**src/rtl/mac_pkg.sv**
```systemverilog
// Shared types and default sizing for the MAC host controller.
// Latency: n/a (declarations only).
// Backpressure: n/a.
package mac_pkg;

  localparam int DEF_M       = 4;
  localparam int DEF_K       = 4;
  localparam int DEF_N       = 4;
  localparam int DEF_DWI     = 8;
  localparam int DEF_TIMEOUT = 1024;

  typedef enum logic [2:0] {
    IDLE,
    REQ,
    WRITE,
    WAIT_DONE,
    READ,
    RESP
  } state_t;

endpackage

```
**src/rtl/mac_host_ctrl_if.sv**
```systemverilog
// MAC-side bus between the host controller (master) and the MAC block (slave).
// Latency: n/a (wires only).
// Backpressure: host2block_rdy stalls the request, block2host_val gates the result read.
interface mac_host_ctrl_if #(
  parameter int M   = 4,
  parameter int K   = 4,
  parameter int N   = 4,
  parameter int DWI = 8,
  parameter int DWF = 16
);

  logic                      host2block_val;
  logic                      host2block_rdy;
  logic [M*K-1:0][DWI-1:0]   a_data_in_ext;
  logic [N*K-1:0][DWI-1:0]   b_data_in_ext;
  logic                      a_b_we_ext;
  logic                      c_re_ext;
  logic [M*N-1:0][DWF-1:0]   c_data_out_ext;
  logic                      mac_done;
  logic                      block2host_val;
  logic                      block2host_rdy;

  modport master (
    output host2block_val, a_data_in_ext, b_data_in_ext, a_b_we_ext, c_re_ext,
           block2host_rdy,
    input  host2block_rdy, c_data_out_ext, mac_done, block2host_val
  );

  modport slave (
    input  host2block_val, a_data_in_ext, b_data_in_ext, a_b_we_ext, c_re_ext,
           block2host_rdy,
    output host2block_rdy, c_data_out_ext, mac_done, block2host_val
  );

endinterface

```
**src/rtl/mac_transpose.sv**
```systemverilog
// Transposes a row-major KxN matrix into row-major NxK: out[j*K+k] = in[k*N+j].
// Latency: combinational.
// Backpressure: none.
module mac_transpose #(
  parameter int K = 4,
  parameter int N = 4,
  parameter int W = 8
) (
  input  logic [K*N-1:0][W-1:0] b_in,
  output logic [N*K-1:0][W-1:0] b_out
);

  for (genvar j = 0; j < N; j++) begin : g_col
    for (genvar k = 0; k < K; k++) begin : g_row
      assign b_out[j*K+k] = b_in[k*N+j];
    end
  end

endmodule

```
**src/rtl/mac_host_ctrl.sv**
```systemverilog
// Host-side controller: accepts an A/B command, writes operands to the MAC, reads C back.
// Latency: command accept to host2block_val is 1 cycle; result held until res_rdy.
// Backpressure: cmd_rdy only in IDLE; MAC-side waits bounded by TIMEOUT_CYCLES (sets sticky err).
module mac_host_ctrl
  import mac_pkg::*;
#(
  parameter int param_M            = DEF_M,
  parameter int param_K            = DEF_K,
  parameter int param_N            = DEF_N,
  parameter int DATA_WIDTH_INITIAL = DEF_DWI,
  parameter int DATA_WIDTH_FINAL   = DATA_WIDTH_INITIAL * 2,
  parameter int TIMEOUT_CYCLES     = DEF_TIMEOUT
) (
  input  logic                                                  clk,
  input  logic                                                  rst,
  input  logic                                                  cmd_val,
  output logic                                                  cmd_rdy,
  input  logic [param_M*param_K-1:0][DATA_WIDTH_INITIAL-1:0]    a_mat,
  input  logic [param_K*param_N-1:0][DATA_WIDTH_INITIAL-1:0]    b_mat,
  output logic                                                  res_val,
  input  logic                                                  res_rdy,
  output logic [param_M*param_N-1:0][DATA_WIDTH_FINAL-1:0]      res_c,
  output logic                                                  err,
  mac_host_ctrl_if.master                                       mac
);

  localparam int CW = $clog2(TIMEOUT_CYCLES + 1);
  localparam logic [CW-1:0] TO_LIMIT = CW'(TIMEOUT_CYCLES);

  state_t state, state_nxt;
  logic [CW-1:0] cnt;
  logic [CW-1:0] cnt_inc;
  logic          expire;
  logic          timeout;
  logic          capture;
  logic          accept;

  logic [param_M*param_K-1:0][DATA_WIDTH_INITIAL-1:0] a_reg;
  logic [param_N*param_K-1:0][DATA_WIDTH_INITIAL-1:0] b_reg;
  logic [param_N*param_K-1:0][DATA_WIDTH_INITIAL-1:0] b_t;

  mac_transpose #(
    .K (param_K),
    .N (param_N),
    .W (DATA_WIDTH_INITIAL)
  ) u_transpose (
    .b_in  (b_mat),
    .b_out (b_t)
  );

  // Expiry fires on the cycle the in-state count would reach the limit.
  assign cnt_inc = cnt + CW'(1);
  assign expire  = (cnt_inc == TO_LIMIT);
  assign accept  = (state == IDLE) && cmd_val;

  // Next state and all handshake strobes, decoded from the current state.
  always_comb begin
    state_nxt          = state;
    cmd_rdy            = 1'b0;
    res_val            = 1'b0;
    timeout            = 1'b0;
    capture            = 1'b0;
    mac.host2block_val = 1'b0;
    mac.a_b_we_ext     = 1'b0;
    mac.c_re_ext       = 1'b0;
    mac.block2host_rdy = 1'b0;
    mac.a_data_in_ext  = '0;
    mac.b_data_in_ext  = '0;
    case (state)
      IDLE: begin
        cmd_rdy = 1'b1;
        if (cmd_val) state_nxt = REQ;
      end
      REQ: begin
        mac.host2block_val = 1'b1;
        if (mac.host2block_rdy) begin
          state_nxt = WRITE;
        end else if (expire) begin
          timeout   = 1'b1;
          state_nxt = IDLE;
        end
      end
      WRITE: begin
        mac.host2block_val = 1'b1;
        mac.a_b_we_ext     = 1'b1;
        mac.a_data_in_ext  = a_reg;
        mac.b_data_in_ext  = b_reg;
        state_nxt          = WAIT_DONE;
      end
      WAIT_DONE: begin
        if (mac.mac_done) begin
          state_nxt = READ;
        end else if (expire) begin
          timeout   = 1'b1;
          state_nxt = IDLE;
        end
      end
      READ: begin
        mac.c_re_ext       = 1'b1;
        mac.block2host_rdy = 1'b1;
        if (mac.block2host_val) begin
          capture   = 1'b1;
          state_nxt = RESP;
        end else if (expire) begin
          timeout   = 1'b1;
          state_nxt = IDLE;
        end
      end
      RESP: begin
        res_val = 1'b1;
        if (res_rdy) state_nxt = IDLE;
      end
      default: state_nxt = IDLE;
    endcase
  end

  // State register and per-state wait counter (restarts on every transition, saturates).
  always_ff @(posedge clk) begin
    if (rst) begin
      state <= IDLE;
      cnt   <= '0;
    end else begin
      state <= state_nxt;
      if (state_nxt != state) cnt <= '0;
      else if (cnt != TO_LIMIT) cnt <= cnt_inc;
    end
  end

  // Operand capture at command accept; B is stored already transposed.
  always_ff @(posedge clk) begin
    if (rst) begin
      a_reg <= '0;
      b_reg <= '0;
    end else if (accept) begin
      a_reg <= a_mat;
      b_reg <= b_t;
    end
  end

  // Result capture on the first valid read beat, and the sticky timeout flag.
  always_ff @(posedge clk) begin
    if (rst) begin
      res_c <= '0;
      err   <= 1'b0;
    end else begin
      if (capture) res_c <= mac.c_data_out_ext;
      if (accept) err <= 1'b0;
      else if (timeout) err <= 1'b1;
    end
  end

endmodule

```
**src/flat_wrapper.sv**
```systemverilog
// flat-port wrapper written by rule: the top's interface ports become plain ports
module mac_host_ctrl_flat import mac_pkg::*;
#(
  parameter int param_M            = DEF_M,
  parameter int param_K            = DEF_K,
  parameter int param_N            = DEF_N,
  parameter int DATA_WIDTH_INITIAL = DEF_DWI,
  parameter int DATA_WIDTH_FINAL   = DATA_WIDTH_INITIAL * 2,
  parameter int TIMEOUT_CYCLES     = DEF_TIMEOUT
)
  (clk, rst, cmd_val, cmd_rdy, a_mat, b_mat, res_val, res_rdy, res_c, err, mac_host2block_val, mac_a_data_in_ext, mac_b_data_in_ext, mac_a_b_we_ext, mac_c_re_ext, mac_block2host_rdy, mac_host2block_rdy, mac_c_data_out_ext, mac_mac_done, mac_block2host_val);
  mac_host_ctrl_if #(.M(4), .K(4), .N(4), .DWI(8), .DWF(16)) mac_i ();
  input  logic clk;
  input  logic rst;
  input  logic cmd_val;
  output logic cmd_rdy;
  input  logic [param_M*param_K-1:0][DATA_WIDTH_INITIAL-1:0] a_mat;
  input  logic [param_K*param_N-1:0][DATA_WIDTH_INITIAL-1:0] b_mat;
  output logic res_val;
  input  logic res_rdy;
  output logic [param_M*param_N-1:0][DATA_WIDTH_FINAL-1:0] res_c;
  output logic err;
  output wire logic [$bits(mac_i.host2block_val)-1:0] mac_host2block_val;
  output wire logic [$bits(mac_i.a_data_in_ext)-1:0] mac_a_data_in_ext;
  output wire logic [$bits(mac_i.b_data_in_ext)-1:0] mac_b_data_in_ext;
  output wire logic [$bits(mac_i.a_b_we_ext)-1:0] mac_a_b_we_ext;
  output wire logic [$bits(mac_i.c_re_ext)-1:0] mac_c_re_ext;
  output wire logic [$bits(mac_i.block2host_rdy)-1:0] mac_block2host_rdy;
  input wire logic [$bits(mac_i.host2block_rdy)-1:0] mac_host2block_rdy;
  input wire logic [$bits(mac_i.c_data_out_ext)-1:0] mac_c_data_out_ext;
  input wire logic [$bits(mac_i.mac_done)-1:0] mac_mac_done;
  input wire logic [$bits(mac_i.block2host_val)-1:0] mac_block2host_val;
  assign mac_host2block_val = mac_i.host2block_val;
  assign mac_a_data_in_ext = mac_i.a_data_in_ext;
  assign mac_b_data_in_ext = mac_i.b_data_in_ext;
  assign mac_a_b_we_ext = mac_i.a_b_we_ext;
  assign mac_c_re_ext = mac_i.c_re_ext;
  assign mac_block2host_rdy = mac_i.block2host_rdy;
  assign mac_i.host2block_rdy = mac_host2block_rdy;
  assign mac_i.c_data_out_ext = mac_c_data_out_ext;
  assign mac_i.mac_done = mac_mac_done;
  assign mac_i.block2host_val = mac_block2host_val;
  mac_host_ctrl #(.param_M(param_M), .param_K(param_K), .param_N(param_N), .DATA_WIDTH_INITIAL(DATA_WIDTH_INITIAL), .DATA_WIDTH_FINAL(DATA_WIDTH_FINAL), .TIMEOUT_CYCLES(TIMEOUT_CYCLES)) u_core (.clk(clk), .rst(rst), .cmd_val(cmd_val), .cmd_rdy(cmd_rdy), .a_mat(a_mat), .b_mat(b_mat), .res_val(res_val), .res_rdy(res_rdy), .res_c(res_c), .err(err), .mac(mac_i));
endmodule
```
**config.mk**
```make
export PLATFORM = sky130hd
export DESIGN_NAME = mac_host_ctrl_flat
export DESIGN_NICKNAME = d
export VERILOG_FILES = /design/src/rtl/mac_pkg.sv /design/src/rtl/mac_host_ctrl_if.sv /design/src/rtl/mac_transpose.sv /design/src/rtl/mac_host_ctrl.sv /design/src/flat_wrapper.sv
export SDC_FILE = /design/constraint.sdc
export NUM_CORES = 1
export LEC_CHECK = 0
export ABC_CLOCK_PERIOD_IN_PS = 2900
export CAP_MARGIN = 20
export CELL_PAD_IN_SITES_DETAIL_PLACEMENT = 1
export CELL_PAD_IN_SITES_GLOBAL_PLACEMENT = 2
export CORE_AREA = 5 5 403 405
export DETAILED_ROUTE_END_ITERATION = 8
export DIE_AREA = 0 0 408 410
export PLACE_DENSITY = 0.61
export SKIP_LAST_GASP = 1
export SYNTH_ARGS = -nofsm -noshare
export SYNTH_HDL_FRONTEND = slang
export SYNTH_HIERARCHICAL = 1
export SYNTH_SLANG_ARGS = --single-unit
```
**constraint.sdc**
```tcl
create_clock -name clk -period 2.9 [get_ports clk]
set_input_delay 0.725 -clock clk [delete_from_list [all_inputs] [get_ports clk]]
set_output_delay 0.725 -clock clk [all_outputs]
set_load 0.01 [all_outputs]
```
; Word-level counts from Yosys, hierarchy flattened
; Cells that the tools add are included.
[classes]
multipliers = 0
div = 0
n_bitwise = 0
reduce_logical = 5
muxes = 21
n_eq_ne = 8
magnitude_cmp = 0
addsub = 1
n_shift = 0
[op_table]
columns = operator, n
row1 = two-way mux 128 bit, 2
row2 = two-way mux 3 bit, 6
row3 = case mux 3 bit (6 select lines), 1
row4 = adder 11 x 1 -> 11 bit (second input constant), 1
row5 = == test 11 bit (second input constant), 1
row6 = two-way mux 1 bit, 11
row7 = inequality test 11 bit (second input constant), 1
row8 = == test 3 x 2 -> 1 bit (second input constant), 2
row9 = == test 3 bit (second input constant), 2
row10 = OR reduction 2 bit, 3
row11 = == test 3 x 1 -> 1 bit (second input constant), 1
row12 = logical NOT 3 bit, 1
row13 = inequality test 3 bit, 1
row14 = case mux 1 bit (3 select lines), 1
row15 = logical AND 1 bit, 1
[totals]
mem_count = 0
word_cells = 86
latchBits = 0
input_bits = 519
rom_bits = 0
output_inout_bits = 519
register_bits = 527
ram_bits = 0

; Longest topological paths before layout
; Gate-level depths: netlist of run 1.
[depth]
depth_word = 7
depth_mapped = 7
ltp_nobuf = 6

; Hierarchy
; The synthesis of run 1 kept the hierarchy.
[modules_own_cells]
columns = module, instances, cells_each, area_each_um2, seq_area_each_um2
row1 = mac_host_ctrl, 1, 2656, 20241.9, 10550.1
row2 = mac_transpose, 1, 128, 960.9, 0.0

; Worst setup path after synthesis of run 1
; No wires, ideal clock.
[synth_path]
path_type = register to output
start = reg u_core.state[1]
end = out mac_a_data_in_ext[0]
t_required_ps = 2175
slack_ps = 808
stages_incl_launch_ff = 5
arrival_time_ps = 1367
cell_sequence = dfxtp_1 -> clkbuf_1 -> clkbuf_1 -> clkbuf_1 -> and3_1
[synth_between]
elab_chain_cells = 2
[synth_rtl]
columns = item, line_no
row1 = "start, declared", mac_host_ctrl.sv:30  ; state_t state, state_nxt;
row2 = "start signal, assigned", mac_host_ctrl.sv:123  ; state <= state_nxt;
row3 = == test 3 x 2 -> 1 bit, mac_host_ctrl.sv:69  ; case (state)
row4 = two-way mux 128 bit, mac_host_ctrl.sv:69
row5 = "end, declared", flat_wrapper.sv:24  ; output wire logic [$bits(mac_i.a_data_in_ext)-1:0] mac_a_data_in_ext;
; Every way passes these cells.

; Worst setup path in the final report of run 1
[layout_path]
start = reg u_core.state[2]
end = out mac_a_data_in_ext[15]
; The elaborated chain is that of the path after synthesis.

==> report_table.html, run 1 <==
<table>
<tr><th>Metric</th><th>Value</th></tr>
<tr><th colspan="2">GRT</th></tr>
<tr><td>Number of global-route vias before repair</td><td>22700</td></tr>
<tr><td>Initial antenna violation count</td><td>46</td></tr>
<tr><td>Global-route wire length before repair</td><td>175 mm</td></tr>
<tr><td>Global routing usage summed across all routing layers</td><td>0.144</td></tr>
<tr><td>Pin count of the biggest net entering global routing</td><td>110</td></tr>
<tr><td>Gr ovfl total</td><td>0</td></tr>
<tr><th colspan="2">Floorplanning</th></tr>
<tr><td>Floorplan row count</td><td>146</td></tr>
<tr><td>Chip Width</td><td>408 microns</td></tr>
<tr><td>Initial cell density of the core</td><td>0.134</td></tr>
<tr><td>Standard cell core area</td><td>158000 sq um</td></tr>
<tr><td>Total die area</td><td>167000 sq um</td></tr>
<tr><td>Die outline height</td><td>410 microns</td></tr>
<tr><td>Ports</td><td>1038</td></tr>
<tr><th colspan="2">Routing</th></tr>
<tr><td>Routed Wire Length</td><td>130 mm</td></tr>
<tr><td>DRC violation count after routing</td><td>0</td></tr>
<tr><td>Average wire per standard cell</td><td>22.4 microns</td></tr>
<tr><td>Final ANT Viol Nets</td><td>0</td></tr>
<tr><td>Routed via count</td><td>22400</td></tr>
<tr><td>Post-detailed-route via-to-cell ratio</td><td>3.84</td></tr>
<tr><td>1st-iter DRT viols</td><td>1060</td></tr>
<tr><td>Iteration count of the initial detailed-routing pass</td><td>5</td></tr>
<tr><th colspan="2">Clocking</th></tr>
<tr><td>Sink Count</td><td>527</td></tr>
<tr><td>CTS Buf Count</td><td>74</td></tr>
<tr><td>Clock slew at reported path FFs</td><td>60 ps</td></tr>
<tr><td>Clock Path Buffers</td><td>3</td></tr>
<tr><td>Clk Latency, worst-skew pair</td><td>670 ps</td></tr>
<tr><td>Buffer type at the clock tree root</td><td>sky130_fd_sc_hd__clkbuf_16</td></tr>
<tr><td>Hold buffer count at CTS</td><td>0</td></tr>
<tr><td>Clock tree from TritonCTS</td><td>done</td></tr>
<tr><td>Number of H-tree levels</td><td>3</td></tr>
<tr><th colspan="2">Setup path</th></tr>
<tr><td>Critical path, cell by cell</td><td>nor2_4 -&gt; buf_4 -&gt; buf_12 -&gt; buf_16 -&gt; and3_1 -&gt; clkdlybuf4s50_1</td></tr>
<tr><td>Arrival time worst endpoint</td><td>2300 ps</td></tr>
<tr><td>Maximum fanout along the worst path</td><td>15</td></tr>
<tr><td>FF-to-FF path depth</td><td>6</td></tr>
<tr><td>Delay of the slowest cell on the worst path</td><td>540 ps</td></tr>
<tr><td>Critical R2R Launch</td><td>u_core/cnt[0]$_SDFFE_PP0P_</td></tr>
<tr><td>CP Capture Type</td><td>output port</td></tr>
<tr><td>Setup slack on the worst flop-to-flop path</td><td>470 ps</td></tr>
<tr><td>Required time at the worst-slack endpoint</td><td>2170 ps</td></tr>
<tr><td>Type of element launching the critical path</td><td>flop</td></tr>
<tr><td>Launching instance or port of the critical path</td><td>u_core/state[2]$_SDFF_PP0_</td></tr>
<tr><td>Terminus of the critical flop-to-flop path</td><td>u_core/err$_SDFFE_PP0P_</td></tr>
<tr><td>Slowest library cell on the worst path</td><td>sky130_fd_sc_hd__clkdlybuf4s50_1</td></tr>
<tr><td>CP Class</td><td>flop to output port</td></tr>
<tr><th colspan="2">Logic synthesis</th></tr>
<tr><td>Predominant post-synthesis flop cell</td><td>sky130_fd_sc_hd__dfxtp_1</td></tr>
<tr><td>Post-synthesis sequential area ratio</td><td>0.498</td></tr>
<tr><td>Top post-synthesis cells by area</td><td>sky130_fd_sc_hd__dfxtp_1, sky130_fd_sc_hd__nand2_1, sky130_fd_sc_hd__a21oi_1</td></tr>
<tr><td>Most frequently used cell type in the post-synthesis netlist</td><td>sky130_fd_sc_hd__nand2_1</td></tr>
<tr><td>Gate count of the mapped netlist</td><td>2784</td></tr>
<tr><td>Post-synthesis cell type with the largest combined area</td><td>sky130_fd_sc_hd__dfxtp_1</td></tr>
<tr><td>Total number of yosys warnings</td><td>6</td></tr>
<tr><td>Count of flip-flops with a built-in enable after synthesis</td><td>0</td></tr>
<tr><td>Post-synthesis register bit count</td><td>527</td></tr>
<tr><td>Total nets after synthesis</td><td>3305</td></tr>
<tr><td>Distinct cell type count of the synthesized netlist</td><td>48</td></tr>
<tr><td>Most instantiated cells after synthesis</td><td>sky130_fd_sc_hd__nand2_1, sky130_fd_sc_hd__dfxtp_1, sky130_fd_sc_hd__a21oi_1, sky130_fd_sc_hd__and3_1, sky130_fd_sc_hd__clkbuf_1</td></tr>
<tr><td>Proportion of synthesized flip-flops having asynchronous set or reset</td><td>0</td></tr>
<tr><td>Synth top area share</td><td>0.498</td></tr>
<tr><td>Area of the mapped netlist</td><td>21200 sq um</td></tr>
<tr><td>Post-synthesis average cell area</td><td>7.62 sq um</td></tr>
<tr><th colspan="2">Timing</th></tr>
<tr><td>RSZ-0062 raised after global routing</td><td>true</td></tr>
<tr><td>Sum of negative setup slack</td><td>-773 ps</td></tr>
<tr><td>Final count of pins violating max slew</td><td>0</td></tr>
<tr><td>Max Freq</td><td>0.331 GHz</td></tr>
<tr><td>Worst setup skew after layout</td><td>22.8 ps</td></tr>
<tr><td>Final hold violation count</td><td>0</td></tr>
<tr><td>Total of endpoints with negative setup slack in the final report</td><td>17</td></tr>
<tr><td>Min setup slack post-route</td><td>-124 ps</td></tr>
<tr><td>Transition time at the pin with the least slew margin</td><td>719 ps</td></tr>
<tr><td>Min Clock Period, post-route</td><td>3020 ps</td></tr>
<tr><td>Final Cycle Share</td><td>1.04</td></tr>
<tr><td>Max-Slew Margin vs Limit</td><td>0.508</td></tr>
<tr><th colspan="2">Placement</th></tr>
<tr><td># port buffers</td><td>1037</td></tr>
<tr><td>Placement Cell Area</td><td>33300 sq um</td></tr>
<tr><td>DP HPWL</td><td>94.1 mm</td></tr>
<tr><td>Final Wtd Congestion</td><td>0.849</td></tr>
<tr><td>Pre-CTS WS</td><td>285 ps</td></tr>
<tr><th colspan="2">Worst hold path</th></tr>
<tr><td>Capture endpoint of the worst hold path</td><td>u_core/res_c[65]$_SDFFE_PP0P_</td></tr>
<tr><td>Worst hold path class</td><td>primary input to flop</td></tr>
<tr><td>Number of stages on the worst hold path</td><td>2</td></tr>
<tr><td>Hold Path Origin</td><td>rst</td></tr>
<tr><th colspan="2">Power and ir drop</th></tr>
<tr><td>Power per cell area</td><td>565 nW/um^2</td></tr>
<tr><td>Standby leakage power</td><td>0.0163 uW</td></tr>
<tr><td>Maximum vdd ir drop</td><td>346 uV</td></tr>
<tr><th colspan="2">Final layout</th></tr>
<tr><td>Synth-to-layout area growth</td><td>73.9%</td></tr>
<tr><td>Net count, final</td><td>4189</td></tr>
<tr><td>Final design utilization</td><td>0.233</td></tr>
<tr><td>Layout cells sized above 1</td><td>0.0934</td></tr>
<tr><td>Number of flip-flops in the largest register</td><td>256</td></tr>
<tr><td>Post-layout instance area</td><td>36900 sq um</td></tr>
<tr><th colspan="2">Job</th></tr>
<tr><td>Max cap viols</td><td>0</td></tr>
<tr><th colspan="2">Run status</th></tr>
<tr><td>Violations in the final reports</td><td>setup timing</td></tr>
<tr><td>Status</td><td>complete, but fails checks</td></tr>
</table>
-- per-stage QoR --
stage,std cells,hold slack [ps],total power [uW]
finish,5830,429,20800
global placement,5612,438,11100
global route,5824,387,21800
detailed placement,5612,443,11100
CTS,5773,351,21100
floorplan,2784,432,9230
-- kinds of logic after synthesis --
| group | count (synthesis) | share of synthesized area |
|---|---|---|
| AOI/OAI and AO/OA | 535 | 0.130 |
| xor gates and xnor gates | 7 | 0.00325 |
| adders and majority gates | 2 | 0.00118 |
| buffers and inverters | 367 | 0.0916 |
| DFF | 527 | 0.498 |
| muxes | 3 | 0.00148 |
| and+or+nand+nor | 1343 | 0.275 |
-- per-layer routing --
metal  GRT usage  vias up  part of all wire
met2       0.239      629              0.48
met5           0        -           0.00040
met1       0.169    10800              0.42
li1            -    10800                 -
met4      0.0630       10             0.028
met3      0.0493      154             0.069
-- repair_timing --
action	CTS	global route
setup buffers	18	21
gates resized for setup	214	247
endpoints found under the setup margin	262	220
pin swaps	0	1
cloned	9	8
-- cell type report --
cell class | count | area (sq um)
diodes | 32 | 80.1
clock buffers | 109 | 2160
fillers | 18600 | 121000
repair buffers | 1170 | 12400
well taps | 2072 | 2590
flip-flops and latches | 527 | 10600
inverters | 5 | 18.8
clock inverters | 25 | 318
multi-input cells | 1890 | 8760
-- worst max path at each step --
| stage | endpoint | cells after the start |
|---|---|---|
| global route | mac_a_data_in_ext[15] | 6 |
| global placement | mac_b_data_in_ext[30] | 4 |
| CTS | mac_a_data_in_ext[118] | 5 |
| floorplan | mac_a_data_in_ext[0] | 4 |
| finish | mac_a_data_in_ext[15] | 6 |
| detailed placement | mac_b_data_in_ext[30] | 4 |
-- critical path, delay by kind of cell (launching register included) --
family / cells / cell delay (ps)
buffers and inverters: 4 / 930
AND/OR/NAND/NOR: 2 / 340
flip-flops: 1 / 330
-- layout by cell type (no fill, tap or decap), drive strengths merged, types with 5 or more instances in the layout --
cell and count:
buf 131, clkbuf 151, clkdlybuf4s15 43, nor2 13, a21oi 516, nand2 1034
and3 258, diode 32, nand4 5, clkdlybuf4s50 779, inv 10, dlygate4sd2 38
dlymetal6s2s 136, dfxtp 527, clkinv 15, nand3 6, nor3 7
-- where the power goes --
part / internal (uW) / switching [uW] / total [uW] / leakage [uW]
Combinational: 1660 / 1860 / 3520 / 0.0107
Sequential: 7610 / 239 / 7850 / 0.00428
Clock: 5570 / 3880 / 9450 / 0.00122
Total: 14800 / 5980 / 20800 / 0.0163
Power figures use the tool's default switching activity.
==> run 2, diff against run 1 <==
--- a/config.mk
+++ b/config.mk
@@ -5,7 +5,6 @@
 export SDC_FILE = /design/constraint.sdc
 export NUM_CORES = 1
 export LEC_CHECK = 0
-export ABC_CLOCK_PERIOD_IN_PS = 2900
 export CAP_MARGIN = 20
 export CELL_PAD_IN_SITES_DETAIL_PLACEMENT = 1
 export CELL_PAD_IN_SITES_GLOBAL_PLACEMENT = 2
==> results of run 2 <==
Same layout as run 1: the final DEF is identical, and so are final timing and power.
